--- config.mk ---
export PLATFORM = sky130hd
export DESIGN_NAME = regfile_scoreboard_flat
export DESIGN_NICKNAME = d
export VERILOG_FILES = /design/src/rtl/regfile_scoreboard_if.sv /design/src/rtl/regfile_scoreboard.sv /design/src/flat_wrapper.sv
export SDC_FILE = /design/constraint.sdc
export NUM_CORES = 2
export LEC_CHECK = 0
export CAP_MARGIN = 15
export CELL_PAD_IN_SITES_DETAIL_PLACEMENT = 0
export CELL_PAD_IN_SITES_GLOBAL_PLACEMENT = 1
export CORE_UTILIZATION = 55
export CTS_CLUSTER_SIZE = 8
export DETAILED_ROUTE_END_ITERATION = 12
export PLACE_DENSITY_LB_ADDON = 0.05
export SYNTH_ARGS = -nofsm -noshare
export SYNTH_HDL_FRONTEND = slang
export SYNTH_SLANG_ARGS = --single-unit
--- constraint.sdc ---
create_clock -name clk_i -period 14.9 [get_ports clk_i]
set_input_delay 2.235 -clock clk_i [delete_from_list [all_inputs] [get_ports clk_i]]
set_output_delay 2.235 -clock clk_i [all_outputs]
set_load 0.005 [all_outputs]
--- src/rtl/regfile_scoreboard_if.sv ---
// ID-stage register-file bundle: read ports, issue/flush, write-back and scoreboard status.
// The master side is the decode/issue logic; the slave side is the register file.
interface regfile_scoreboard_if #(
  parameter int WIDTH = 32,
  parameter int DEPTH = 32,
  parameter int NRD   = 2
);
  localparam int AW = $clog2(DEPTH);

  logic [NRD*AW-1:0]    rd_addr_i;
  logic [NRD-1:0]       rd_use_i;
  logic [NRD*WIDTH-1:0] rd_data_o;
  logic [NRD-1:0]       rd_busy_o;
  logic                 stall_o;
  logic                 iss_en_i;
  logic [AW-1:0]        iss_addr_i;
  logic                 flush_i;
  logic                 wr_en_i;
  logic [AW-1:0]        wr_addr_i;
  logic [WIDTH-1:0]     wr_data_i;
  logic [AW:0]          busy_cnt_o;

  modport master (
    output rd_addr_i, rd_use_i, iss_en_i, iss_addr_i, flush_i,
           wr_en_i, wr_addr_i, wr_data_i,
    input  rd_data_o, rd_busy_o, stall_o, busy_cnt_o
  );

  modport slave (
    input  rd_addr_i, rd_use_i, iss_en_i, iss_addr_i, flush_i,
           wr_en_i, wr_addr_i, wr_data_i,
    output rd_data_o, rd_busy_o, stall_o, busy_cnt_o
  );
endinterface

--- src/rtl/regfile_scoreboard.sv ---
// GPR array with write-first bypass and per-register busy scoreboard; flags load-use
// hazards on consumed operands and stalls issue until the pending write-back lands.
module regfile_scoreboard #(
  parameter int WIDTH = 32,
  parameter int DEPTH = 32,
  parameter int NRD   = 2
) (
  input  logic                 clk_i,
  input  logic                 rst_i,
  regfile_scoreboard_if.slave  bus
);
  localparam int AW = $clog2(DEPTH);

  logic [WIDTH-1:0] regs [DEPTH];
  logic [DEPTH-1:0] busy;
  logic [DEPTH-1:0] busy_nxt;
  logic [AW:0]      busy_cnt;
  logic [NRD-1:0]   rd_busy;
  logic             stall;
  logic             wr_ok;
  logic             iss_ok;

  function automatic logic [AW:0] popcount(input logic [DEPTH-1:0] v);
    logic [AW:0] c;
    c = '0;
    for (int i = 0; i < DEPTH; i++) c = c + {{AW{1'b0}}, v[i]};
    return c;
  endfunction

  // Combinational read ports: R0 reads zero, a same-cycle write-back wins over the array
  for (genvar k = 0; k < NRD; k++) begin : g_rd
    logic [AW-1:0] addr;
    logic          bypass;
    assign addr   = bus.rd_addr_i[k*AW +: AW];
    assign bypass = bus.wr_en_i && (bus.wr_addr_i == addr);
    assign bus.rd_data_o[k*WIDTH +: WIDTH] = (addr == '0) ? '0 :
                                             bypass        ? bus.wr_data_i : regs[addr];
    assign rd_busy[k] = (addr != '0) && !bypass && busy[addr];
  end

  assign stall         = |(rd_busy & bus.rd_use_i);
  assign bus.rd_busy_o = rd_busy;
  assign bus.stall_o   = stall;
  assign bus.busy_cnt_o = busy_cnt;

  assign wr_ok  = bus.wr_en_i && (bus.wr_addr_i != '0);
  assign iss_ok = bus.iss_en_i && !stall && !bus.flush_i && (bus.iss_addr_i != '0);

  // Issue is applied after write-back so a colliding issue leaves the register busy
  always_comb begin
    busy_nxt = busy;
    if (wr_ok)  busy_nxt[bus.wr_addr_i]  = 1'b0;
    if (iss_ok) busy_nxt[bus.iss_addr_i] = 1'b1;
    busy_nxt[0] = 1'b0;
  end

  always_ff @(posedge clk_i or negedge rst_i) begin
    if (!rst_i) begin
      busy     <= '0;
      busy_cnt <= '0;
    end else begin
      busy     <= busy_nxt;
      busy_cnt <= popcount(busy_nxt);
    end
  end

  always_ff @(posedge clk_i or negedge rst_i) begin
    if (!rst_i) begin
      for (int i = 0; i < DEPTH; i++) regs[i] <= '0;
    end else if (wr_ok) begin
      regs[bus.wr_addr_i] <= bus.wr_data_i;
    end
  end
endmodule
--- src/flat_wrapper.sv ---
// flat-port wrapper written by rule: the top's interface ports become plain ports
module regfile_scoreboard_flat 
#(
  parameter int WIDTH = 32,
  parameter int DEPTH = 32,
  parameter int NRD   = 2
)
  (clk_i, rst_i, bus_rd_addr_i, bus_rd_use_i, bus_iss_en_i, bus_iss_addr_i, bus_flush_i, bus_wr_en_i, bus_wr_addr_i, bus_wr_data_i, bus_rd_data_o, bus_rd_busy_o, bus_stall_o, bus_busy_cnt_o);
  regfile_scoreboard_if #(.WIDTH(WIDTH), .DEPTH(DEPTH), .NRD(NRD)) bus_i ();
  input  logic clk_i;
  input  logic rst_i;
  input wire logic [$bits(bus_i.rd_addr_i)-1:0] bus_rd_addr_i;
  input wire logic [$bits(bus_i.rd_use_i)-1:0] bus_rd_use_i;
  input wire logic [$bits(bus_i.iss_en_i)-1:0] bus_iss_en_i;
  input wire logic [$bits(bus_i.iss_addr_i)-1:0] bus_iss_addr_i;
  input wire logic [$bits(bus_i.flush_i)-1:0] bus_flush_i;
  input wire logic [$bits(bus_i.wr_en_i)-1:0] bus_wr_en_i;
  input wire logic [$bits(bus_i.wr_addr_i)-1:0] bus_wr_addr_i;
  input wire logic [$bits(bus_i.wr_data_i)-1:0] bus_wr_data_i;
  output wire logic [$bits(bus_i.rd_data_o)-1:0] bus_rd_data_o;
  output wire logic [$bits(bus_i.rd_busy_o)-1:0] bus_rd_busy_o;
  output wire logic [$bits(bus_i.stall_o)-1:0] bus_stall_o;
  output wire logic [$bits(bus_i.busy_cnt_o)-1:0] bus_busy_cnt_o;
  assign bus_i.rd_addr_i = bus_rd_addr_i;
  assign bus_i.rd_use_i = bus_rd_use_i;
  assign bus_i.iss_en_i = bus_iss_en_i;
  assign bus_i.iss_addr_i = bus_iss_addr_i;
  assign bus_i.flush_i = bus_flush_i;
  assign bus_i.wr_en_i = bus_wr_en_i;
  assign bus_i.wr_addr_i = bus_wr_addr_i;
  assign bus_i.wr_data_i = bus_wr_data_i;
  assign bus_rd_data_o = bus_i.rd_data_o;
  assign bus_rd_busy_o = bus_i.rd_busy_o;
  assign bus_stall_o = bus_i.stall_o;
  assign bus_busy_cnt_o = bus_i.busy_cnt_o;
  regfile_scoreboard #(.WIDTH(WIDTH), .DEPTH(DEPTH), .NRD(NRD)) u_core (.clk_i(clk_i), .rst_i(rst_i), .bus(bus_i));
endmodule
==> metrics <==
status=completed; Clk Latency, worst-skew pair=750 ps; largest net degree at the start of global routing=~190; die width=between 300 and 400 um; DRC=0; CP delay by family, top=adder cells; worst stage delay on the critical path=a little over 800 ps; P&R area growth vs syn=10.58%; worst-margin pin slew=~1200 ps; setup TNS=0 ps; post_cts resized=0; post-CTS setup buffer count=0; RSZ-0062 raised after global routing=false; Routed WL=~180000 um; sequential fraction of the synthesis area=0.4589; LEAKAGE=around 28 nW; worst vdd ir=0.3527 mV; clock tree buffer depth=3; endpoint class of the critical path=register; initial core utilization=0.5566; Avg Cell Area, Syn=~15 um2; Yosys cell types=56; Hold Path Class=register to register; mapped cell area=57860 um2; CP Buf/Inv Count=7; cts bufs inserted=150; Post-Synthesis Cells=3939; clock sinks=~1100; Hold Fails Final Rpt=0; DR iter-0 viols=between 3000 and 4000; cell with the most instances after synthesis=dfrtp_1; number of I/O pins=around 130; Yosys top cell area share=0.4589; Synth Register Bits=about 1100; arrival time at the worst endpoint=around 11000 ps; worst clock skew=roughly 17 ps; CTS Hold Bufs=0; Synth Flop Type=dfrtp_1; via count=37600; CP max-delay cell=buf_4; relative slew slack=0.2165; row cnt=between 100 and 150; Max FO, Critical Path=52; final setup fails=0; Wirelength per Cell=around 34 um; Core Footprint=around 100000 um2; number of synthesized flops with an enable pin=0; initial antenna violation count=2; Yosys top cell by area=dfrtp_1; Post-DP Area=roughly 60000 um2; Crit Path Category=input pin to register; WP data required=approximately 16000 ps; total global routing overflow=0; GRT Util Overall=0.3487; PD cells=roughly 140 nW/um2; first-pass GRT wire length=271200 um; Reg2Reg Setup Slack=between 7000 and 8000 ps; gpl congestion=about 0.9; Vert. Die Dim=326.3 um; Worst-path clk slew=50 ps; Ys Warns=0; CP dominant cell by count=fa_1; port bufs=roughly 130; antenna-violating nets left=0; final critical-path share of the clock period=0.6731; fin util=0.6155; Max Cap Viol=0; HPWL after detailed placement=~97000 um; min cycle time layout=10030 ps; Final Max Tran Viols=0; nets=slightly below 4000; CTS tree=done; CTS Root Cell=clkbuf_16; Die ar.=106500 um2; startpoint types=input pin; drt first pass iters=5; vias in the first global route=40070; syn nets=4030; FFs w/ async S/R, synth=1.000; layout cells sized above 1=0.4131; vias per cell=approximately 7.1; max frequency=roughly 100 MHz; fin area=63980 um2; H-tree level count=4; Post-synth top cells=dfrtp_1, mux2_2, mux4_2; largest cells by area after synthesis=dfrtp_1, mux4_2, mux2_2, mux2_1, mux2i_1
-- worst paths after layout --
| check | cells past startpoint | from | end |
|---|---|---|---|
| worst max-delay path | 26 | bus_rd_addr_i[2] | u_core.bus.busy_cnt_o[4] |
| worst min-delay path | 0 | u_core.regs[1016] | u_core.regs[1016] |
| worst max register to register | 24 | u_core.busy[31] | u_core.bus.busy_cnt_o[4] |
| worst min register to register | 0 | u_core.regs[1016] | u_core.regs[1016] |
| max in group asynchronous | 4 | rst_i | u_core.busy[27] |
| min in group asynchronous | 1 | rst_i | u_core.regs[655] |
-- cells in the final DEF (no fill, tap or decap), types with 15 or more instances in the layout --
master	n
dfrtp_1	1061
inv_1	27
fa_1	23
a32o_1	29
nand2_1	260
o221ai_1	25
a211oi_1	33
mux2i_1	134
clkbuf_16	155
nor2_1	72
mux2_1	243
o21ai_1	15
buf_4	85
mux2_2	727
a21oi_1	72
o22ai_1	17
a32oi_1	19
nor3_1	22
clkdlybuf4s50_1	120
mux4_2	565
nor2_4	16
-- kinds of logic (layout without fill, tap and decap cells) --
kind of cell / count (synthesis) / count (layout) / synth area share
muxes: 1669 / 1669 / 0.4319
DFF: 1061 / 1061 / 0.4589
buffers and inverters: 467 / 408 / 0.03343
and+or+nand+nor: 443 / 443 / 0.03242
AOI/OAI and AO/OA: 254 / 254 / 0.03144
adders and majority gates: 32 / 32 / 0.009905
xor gates and xnor gates: 13 / 13 / 0.001968
other: 0 / 2 / 0
-- report_power, final --
group,internal (mW),switching [mW]
clock,1.81,1.23
combinational,1.28,0.945
sequential,3.45,0.411
-- metal layers --
layer / routed length, um / track usage
met5: 12 / 0
met4: 6289 / 0.1281
met3: 15500 / 0.07706
met2: 84040 / 0.5276
met1: 75480 / 0.4995
-- worst reg2reg max path, cell delays in order, from the launching register on --
cell and delay (ps):
dfrtp_1 460, mux4_2 490, mux2_2 270, a211o_1 290, o311ai_1 100, nor3b_2 130
a22oi_4 190, buf_4 480, a32o_1 310, ha_1 240, inv_1 60, fa_1 430
fa_1 480, fa_1 530, inv_1 50, fa_1 480, inv_1 50, fa_1 480
inv_1 50, fa_1 450, ha_1 250, fa_1 480, a21o_1 200, a21oi_1 180
xnor2_1 130
-- final cells by class --
cell class	instances	area (um2)
Antenna cell	2	5.005
Inverter	28	105.1
Multi-Input combinational cell	2411	29610
Sequential cell	1061	26550
Fill cell	7720	39960
Clock buffer	154	3854
Timing Repair Buffer	215	2009
Clock inverter	11	111.4
Tap cell	1380	1727
-- through the flow --
stage | power (mW) | setup WS [ps] | cells | hold slack, ps
final | 9.123 | 4871 | 5262 | 391.8
after global routing | 9.552 | 4588 | 5260 | 407.3
after CTS | 9.173 | 4953 | 5257 | 394.0
after detailed placement | 6.103 | 4228 | 5092 | 383.3
after global placement | 5.980 | 4182 | 5092 | 376.3
after floorplan | 5.386 | 6265 | 3939 | 441.3
-- sequential cells by signal, indices dropped and copies added, names as in the netlist --
signal / count
u_core.bus.busy_cnt_o: 6
u_core.busy: 31
u_core.regs: 1024
(Power assumes the default switching activity.)
